### config.mk
export PLATFORM = sky130hd
export DESIGN_NAME = nuc_sampler
export DESIGN_NICKNAME = d
export VERILOG_FILES = /design/src/rtl/nuc_sampler.sv
export SDC_FILE = /design/constraint.sdc
export NUM_CORES = 1
export LEC_CHECK = 0
export CORE_UTILIZATION = 45
export CTS_CLUSTER_SIZE = 40
export DETAILED_ROUTE_END_ITERATION = 16
export DONT_BUFFER_PORTS = 1
export HOLD_SLACK_MARGIN = 0.15
export PLACE_DENSITY = 0.61
export SYNTH_ARGS = -nofsm -noshare
export SYNTH_HDL_FRONTEND = slang
export SYNTH_SLANG_ARGS = --single-unit
### constraint.sdc
create_clock -name clk -period 10.19 [get_ports clk]
set_input_delay 1.5285 -clock clk [delete_from_list [all_inputs] [get_ports clk]]
set_output_delay 1.5285 -clock clk [all_outputs]
set_load 0.01 [all_outputs]
### src/rtl/nuc_sampler.sv
// Multi-lane nucleotide sampler: each lane draws from a Galois LFSR and rejection-samples
// a weighted A/C/G/T symbol; the samples of all lanes are offered together as one transfer.
module nuc_sampler #(
    parameter int unsigned N_CH  = 4,
    parameter int unsigned PW    = 10,
    parameter int unsigned TOTAL = 1000,
    parameter int unsigned LW    = 16
) (
    input  logic                clk,
    input  logic                reset,
    input  logic                cfg_valid,
    output logic                cfg_ready,
    input  logic [PW-1:0]       prob_a,
    input  logic [PW-1:0]       prob_c,
    input  logic [PW-1:0]       prob_g,
    input  logic [PW-1:0]       prob_t,
    input  logic [LW-1:0]       seed,
    output logic                out_valid,
    input  logic                out_ready,
    output logic [2*N_CH-1:0]   out_sym,
    output logic                cfg_err,
    output logic [31:0]         out_count
);

    localparam int unsigned CW = PW + 2;
    localparam int unsigned SW = 2 * N_CH;
    localparam logic [LW-1:0] TAPS = LW'(32'h0000_B400);

    typedef enum logic [1:0] {
        S_IDLE = 2'd0,
        S_LOAD = 2'd1,
        S_RUN  = 2'd2,
        S_ERR  = 2'd3
    } state_t;

    state_t          state_q, state_d;
    logic [PW-1:0]   wa_q, wa_d, wc_q, wc_d, wg_q, wg_d, wt_q, wt_d;
    logic [LW-1:0]   seed_q, seed_d;
    logic [CW-1:0]   ca_q, ca_d, cc_q, cc_d, cg_q, cg_d, ct_q, ct_d;
    logic [LW-1:0]   lfsr_q [N_CH];
    logic [LW-1:0]   lfsr_d [N_CH];
    logic [N_CH-1:0] full_q, full_d;
    logic [SW-1:0]   sym_q, sym_d;
    logic            out_valid_q, out_valid_d;
    logic            cfg_err_q, cfg_err_d;
    logic [31:0]     out_count_q, out_count_d;

    logic [CW-1:0]   sum_a, sum_c, sum_g, sum_t;
    logic [LW-1:0]   lfsr_adv  [N_CH];
    logic [LW-1:0]   lfsr_seed [N_CH];
    logic [N_CH-1:0] draw_hit;
    logic [1:0]      draw_sym  [N_CH];
    logic            cfg_accept;

    function automatic logic [LW-1:0] lfsr_step(input logic [LW-1:0] v);
        return v[0] ? ((v >> 1) ^ TAPS) : (v >> 1);
    endfunction

    assign cfg_ready  = (state_q == S_IDLE) || (state_q == S_ERR) ||
                        ((state_q == S_RUN) && !out_valid_q);
    assign cfg_accept = cfg_valid && cfg_ready;
    assign out_valid  = out_valid_q;
    assign out_sym    = sym_q;
    assign cfg_err    = cfg_err_q;
    assign out_count  = out_count_q;

    // Cumulative bounds from the latched weights, wide enough that no sum can overflow
    assign sum_a = CW'(wa_q);
    assign sum_c = sum_a + CW'(wc_q);
    assign sum_g = sum_c + CW'(wg_q);
    assign sum_t = sum_g + CW'(wt_q);

    // Per-lane draw: r is the low PW bits of the current LFSR state; r >= cT is rejected
    always_comb begin
        for (int i = 0; i < N_CH; i++) begin
            lfsr_adv[i]  = lfsr_step(lfsr_q[i]);
            lfsr_seed[i] = ((seed_q ^ LW'(i + 1)) == '0) ? LW'(1) : (seed_q ^ LW'(i + 1));
            draw_hit[i]  = CW'(lfsr_q[i][PW-1:0]) < ct_q;
            if (CW'(lfsr_q[i][PW-1:0]) < ca_q) begin
                draw_sym[i] = 2'b00;
            end else if (CW'(lfsr_q[i][PW-1:0]) < cc_q) begin
                draw_sym[i] = 2'b01;
            end else if (CW'(lfsr_q[i][PW-1:0]) < cg_q) begin
                draw_sym[i] = 2'b10;
            end else begin
                draw_sym[i] = 2'b11;
            end
        end
    end

    always_comb begin
        state_d     = state_q;
        wa_d        = wa_q;
        wc_d        = wc_q;
        wg_d        = wg_q;
        wt_d        = wt_q;
        seed_d      = seed_q;
        ca_d        = ca_q;
        cc_d        = cc_q;
        cg_d        = cg_q;
        ct_d        = ct_q;
        lfsr_d      = lfsr_q;
        full_d      = full_q;
        sym_d       = sym_q;
        cfg_err_d   = cfg_err_q;
        out_count_d = out_count_q;

        case (state_q)
            S_LOAD: begin
                ca_d   = sum_a;
                cc_d   = sum_c;
                cg_d   = sum_g;
                ct_d   = sum_t;
                lfsr_d = lfsr_seed;
                if ((sum_t > CW'(TOTAL)) || (sum_t == '0)) begin
                    cfg_err_d = 1'b1;
                    state_d   = S_ERR;
                end else begin
                    cfg_err_d = 1'b0;
                    state_d   = S_RUN;
                end
            end
            S_RUN: begin
                for (int i = 0; i < N_CH; i++) begin
                    if (!full_q[i]) begin
                        lfsr_d[i] = lfsr_adv[i];
                        if (draw_hit[i]) begin
                            full_d[i]        = 1'b1;
                            sym_d[2*i +: 2]  = draw_sym[i];
                        end
                    end
                end
                // Full lanes never draw, so a transfer cannot collide with a new sample
                if (out_valid_q && out_ready) begin
                    full_d      = '0;
                    out_count_d = out_count_q + 32'd1;
                end
            end
            default: ;
        endcase

        if (cfg_accept) begin
            wa_d        = prob_a;
            wc_d        = prob_c;
            wg_d        = prob_g;
            wt_d        = prob_t;
            seed_d      = seed;
            out_count_d = '0;
            full_d      = '0;
            state_d     = S_LOAD;
        end

        out_valid_d = (state_d == S_RUN) && (&full_d);
    end

    always_ff @(posedge clk) begin
        if (reset) begin
            state_q     <= S_IDLE;
            wa_q        <= '0;
            wc_q        <= '0;
            wg_q        <= '0;
            wt_q        <= '0;
            seed_q      <= '0;
            ca_q        <= '0;
            cc_q        <= '0;
            cg_q        <= '0;
            ct_q        <= '0;
            for (int i = 0; i < N_CH; i++) begin
                lfsr_q[i] <= LW'(1);
            end
            full_q      <= '0;
            sym_q       <= '0;
            out_valid_q <= 1'b0;
            cfg_err_q   <= 1'b0;
            out_count_q <= '0;
        end else begin
            state_q     <= state_d;
            wa_q        <= wa_d;
            wc_q        <= wc_d;
            wg_q        <= wg_d;
            wt_q        <= wt_d;
            seed_q      <= seed_d;
            ca_q        <= ca_d;
            cc_q        <= cc_d;
            cg_q        <= cg_d;
            ct_q        <= ct_d;
            for (int i = 0; i < N_CH; i++) begin
                lfsr_q[i] <= lfsr_d[i];
            end
            full_q      <= full_d;
            sym_q       <= sym_d;
            out_valid_q <= out_valid_d;
            cfg_err_q   <= cfg_err_d;
            out_count_q <= out_count_d;
        end
    end

endmodule

==> impl_metrics.tcl <==
set metrics [dict create \
    clkLatencyLatePin_ns 0.53 \
    critPathMaxFanout 6 \
    wl_met1_mm 16.69 \
    synth_nets 1757 \
    crit_buf_inv 1 \
    hold_violations 0 \
    ys_seq_area_share_pct 33.30 \
    synth.avg_cell_area_um2 8.457 \
    worst_path_max_delay_cell "a2111oi_0" \
    drv_slew 0 \
    cpLargestDelayFamily "compound AO/OA/AOI/OAI gates" \
    syn-instance-count 1514 \
    p_per_area_nw_per_um2 271.2 \
    gr-total-overflow 0 \
    met3_length_mm 2.430 \
    clk_path_buf_depth 3 \
    rsz0062_at_grt "no" \
    gp_congestion 0.8755 \
    total_power_uw 3757 \
    clk_pin_slew_ns 0.06 \
    synthDistinctLibCells 74 \
    period_minus_slack_ns 4.825 \
    tightest_slew_ns 1.269 \
    drv_cap 0 \
    path_cells "ha_1 -> inv_1 -> fa_1 -> nor2b_1 -> o21ai_0 -> a21oi_1 -> ha_1 -> and3_1 -> a221o_1 -> nor2_1 -> xnor2_1 -> ha_1 -> a2111oi_0 -> o21a_1 -> a21oi_1 -> xnor2_1 -> nand3b_1 -> o41ai_2 -> a31oi_1 -> o2bb2ai_1 -> and3_1" \
    top_layer_used "met4" \
    wl_met2_mm 14.88 \
    cts_root_buf "clkbuf_16" \
    ys_warn_count 0 \
    port_buffers 0 \
    grt_max_degree 175 \
    p_leak_uw 0.005570 \
    antenna_found_initial 0 \
    grt_pass1_vias 9932 \
    antenna_cells 0 \
    cts_tree "built" \
    routed_wirelength_mm 34.79 \
    synth-async-reset-ratio_pct 0 \
    netlist_area_um2 12800 \
    cp-start-kind "flip-flop" \
    die_h_um 170.7 \
    finalNetCount 1723 \
    status "complete, no violations" \
    drt_iter0_markers 615 \
    remaining_drc_errors 0 \
    clock.fmax_mhz 207.2 \
    hp-class "reg -> reg" \
    setup_viol 0 \
    grt_usage_pct 24.23 \
    max_slew_margin_pct 15.40 \
    fin_worst_skew_ns 0.009689 \
    synth_top_flop_cell "dfxtp_1" \
    cp_slowest_stage_delay_ns 0.41 \
    dp_hpwl_mm 25.22 \
    critPathRequiredTime_ns 10.61 \
    cp_data_arrival_time_ns 5.24 \
    start_util_pct 45.96 \
    fillers 2708 \
    clock-sinks 213 \
    ant_nets 0 \
    post_cts_resized 0 \
    critPathKind "reg -> reg" \
    ctsHoldBuffers 0 \
    first_pass_iters 5 \
    ir_worst_vdd_mv 0.1183 \
    timing.final.crit_share_pct 47.35 \
    avgRoutedWirePerCell_um 18.57 \
    num_vias 10493 \
    fin_tns_setup_ns 0 \
    crit_top_cell "ha_1" \
    die_x_um 170.7 \
    rows 61 \
    cts_setup_buffers 0 \
    drive_gt1_share_pct 4.545 \
    dieArea_um2 29130 \
    grt_pass1_wl_mm 55.17 \
    synth-edff-count 0 \
    via_per_inst 5.599 \
    cts_buffers 25 \
    ios 103 \
    h-tree-depth 1 \
    design.core.area_um2 27860 \
    worst_setup_path_end_kind "flip-flop" \
    layout-area-overhead-vs-synth_pct 8.208 \
    ys_seq_elements 213 \
]
synth_stat cells, types with 12 or more instances:
| master | instances | area, um2 |
|---|---|---|
| nor2b_1 | 24 | 150.1 |
| a21o_1 | 33 | 247.7 |
| clkbuf_1 | 51 | 191.4 |
| inv_1 | 51 | 191.4 |
| ha_1 | 180 | 2252 |
| nand2b_1 | 25 | 156.4 |
| xor2_1 | 26 | 227.7 |
| a21oi_1 | 148 | 740.7 |
| nor3_1 | 49 | 245.2 |
| o21a_1 | 12 | 90.09 |
| mux2i_1 | 40 | 400.4 |
| nand2_1 | 158 | 593.1 |
| xnor2_1 | 41 | 359.1 |
| o21ai_0 | 44 | 220.2 |
| dfxtp_1 | 213 | 4264 |
| nand3_1 | 22 | 110.1 |
| a211oi_1 | 68 | 510.5 |
| nor2_1 | 182 | 683.2 |
layout make-up:
cell class                      instances  area [um2]  share of cell area, %
Inverter                               52       195.2                  1.409
Sequential cell                       213        4264                  30.78
Multi-Input combinational cell       1182        8087                  58.37
Clock inverter                         11       118.9                 0.8579
Timing Repair Buffer                    6       45.04                 0.3251
Clock buffer                           32       671.9                  4.850
Tap cell                              378       473.0                  3.414
cell families (layout without fill, tap and decap cells):
family,Yosys count,count (layout),share of synthesized area (%)
multiplexers,40,40,3.127
adder cells (fa/ha/maj),183,183,18.06
AO/OA/AOI/OAI,376,376,18.75
flip-flops,213,213,33.30
AND/OR/NAND/NOR,516,516,18.59
buffers and inverters,119,101,3.586
XOR/XNOR,67,67,4.583
per-stage QoR:
step	util, %	worst slack, ns	instances	instance area, um2	hold WS (ns)
floorplan	-	5.897	1514	12800	0.4400
global placement	46.89	5.514	1831	13060	0.4484
detailed placement	46.89	5.408	1831	13060	0.4499
CTS	49.73	5.374	1874	13850	0.4571
global route	49.73	4.946	1874	13850	0.4795
finish	49.73	5.365	1874	13850	0.4576
routing by layer:
layer	GRT usage [%]	vias up
li1	-	5301
met1	33.57	4852
met2	38.51	288
met3	4.488	52
met4	6.150	0
met5	0	-
tightest hold or removal path, delay by kind of cell, from the launching register on:
family,cells,cell delay (ns)
and+or+nand+nor,1,0.05
DFF,1,0.31
AOI/OAI and AO/OA,1,0.05
where the power goes:
| part | leakage, uW | switching, uW | internal [uW] |
|---|---|---|---|
| sequential | 0.00174 | 243 | 983 |
| combinational | 0.00344 | 955 | 701 |
| clock | 0.000390 | 358 | 516 |
| total | 0.00557 | 1560 | 2200 |
flip-flops by register name, indices dropped and copies added, names as in the netlist, 11 cells and up:
signal and flops:
lfsr_q 64, out_count 32, seed_q 16, cg_q 12
ct_q 12, cc_q 11
final timing paths:
path | start | to | slack (ns) | depth (start not counted)
max | wa_q[0]$_SDFFE_PP0P_ | out_valid$_SDFF_PP0_ | 5.36 | 21
min | wc_q[8]$_SDFFE_PP0P_ | wc_q[8]$_SDFFE_PP0P_ | 0.46 | 2
max reg2reg | wa_q[0]$_SDFFE_PP0P_ | out_valid$_SDFF_PP0_ | 5.36 | 21
min reg2reg | wc_q[8]$_SDFFE_PP0P_ | wc_q[8]$_SDFFE_PP0P_ | 0.46 | 2
cells in the final DEF, fill, tap and decap left out, types with 25 or more instances in the layout:
| cell | n |
|---|---|
| mux2i_1 | 40 |
| xor2_1 | 26 |
| inv_1 | 51 |
| nand2b_1 | 25 |
| a21oi_1 | 148 |
| dfxtp_1 | 213 |
| a211oi_1 | 68 |
| xnor2_1 | 41 |
| a21o_1 | 33 |
| nand2_1 | 157 |
| o21ai_0 | 44 |
| clkbuf_16 | 25 |
| nor2_1 | 182 |
| ha_1 | 179 |
| nor3_1 | 49 |
No activity file was read; power rests on OpenSTA's default activity.
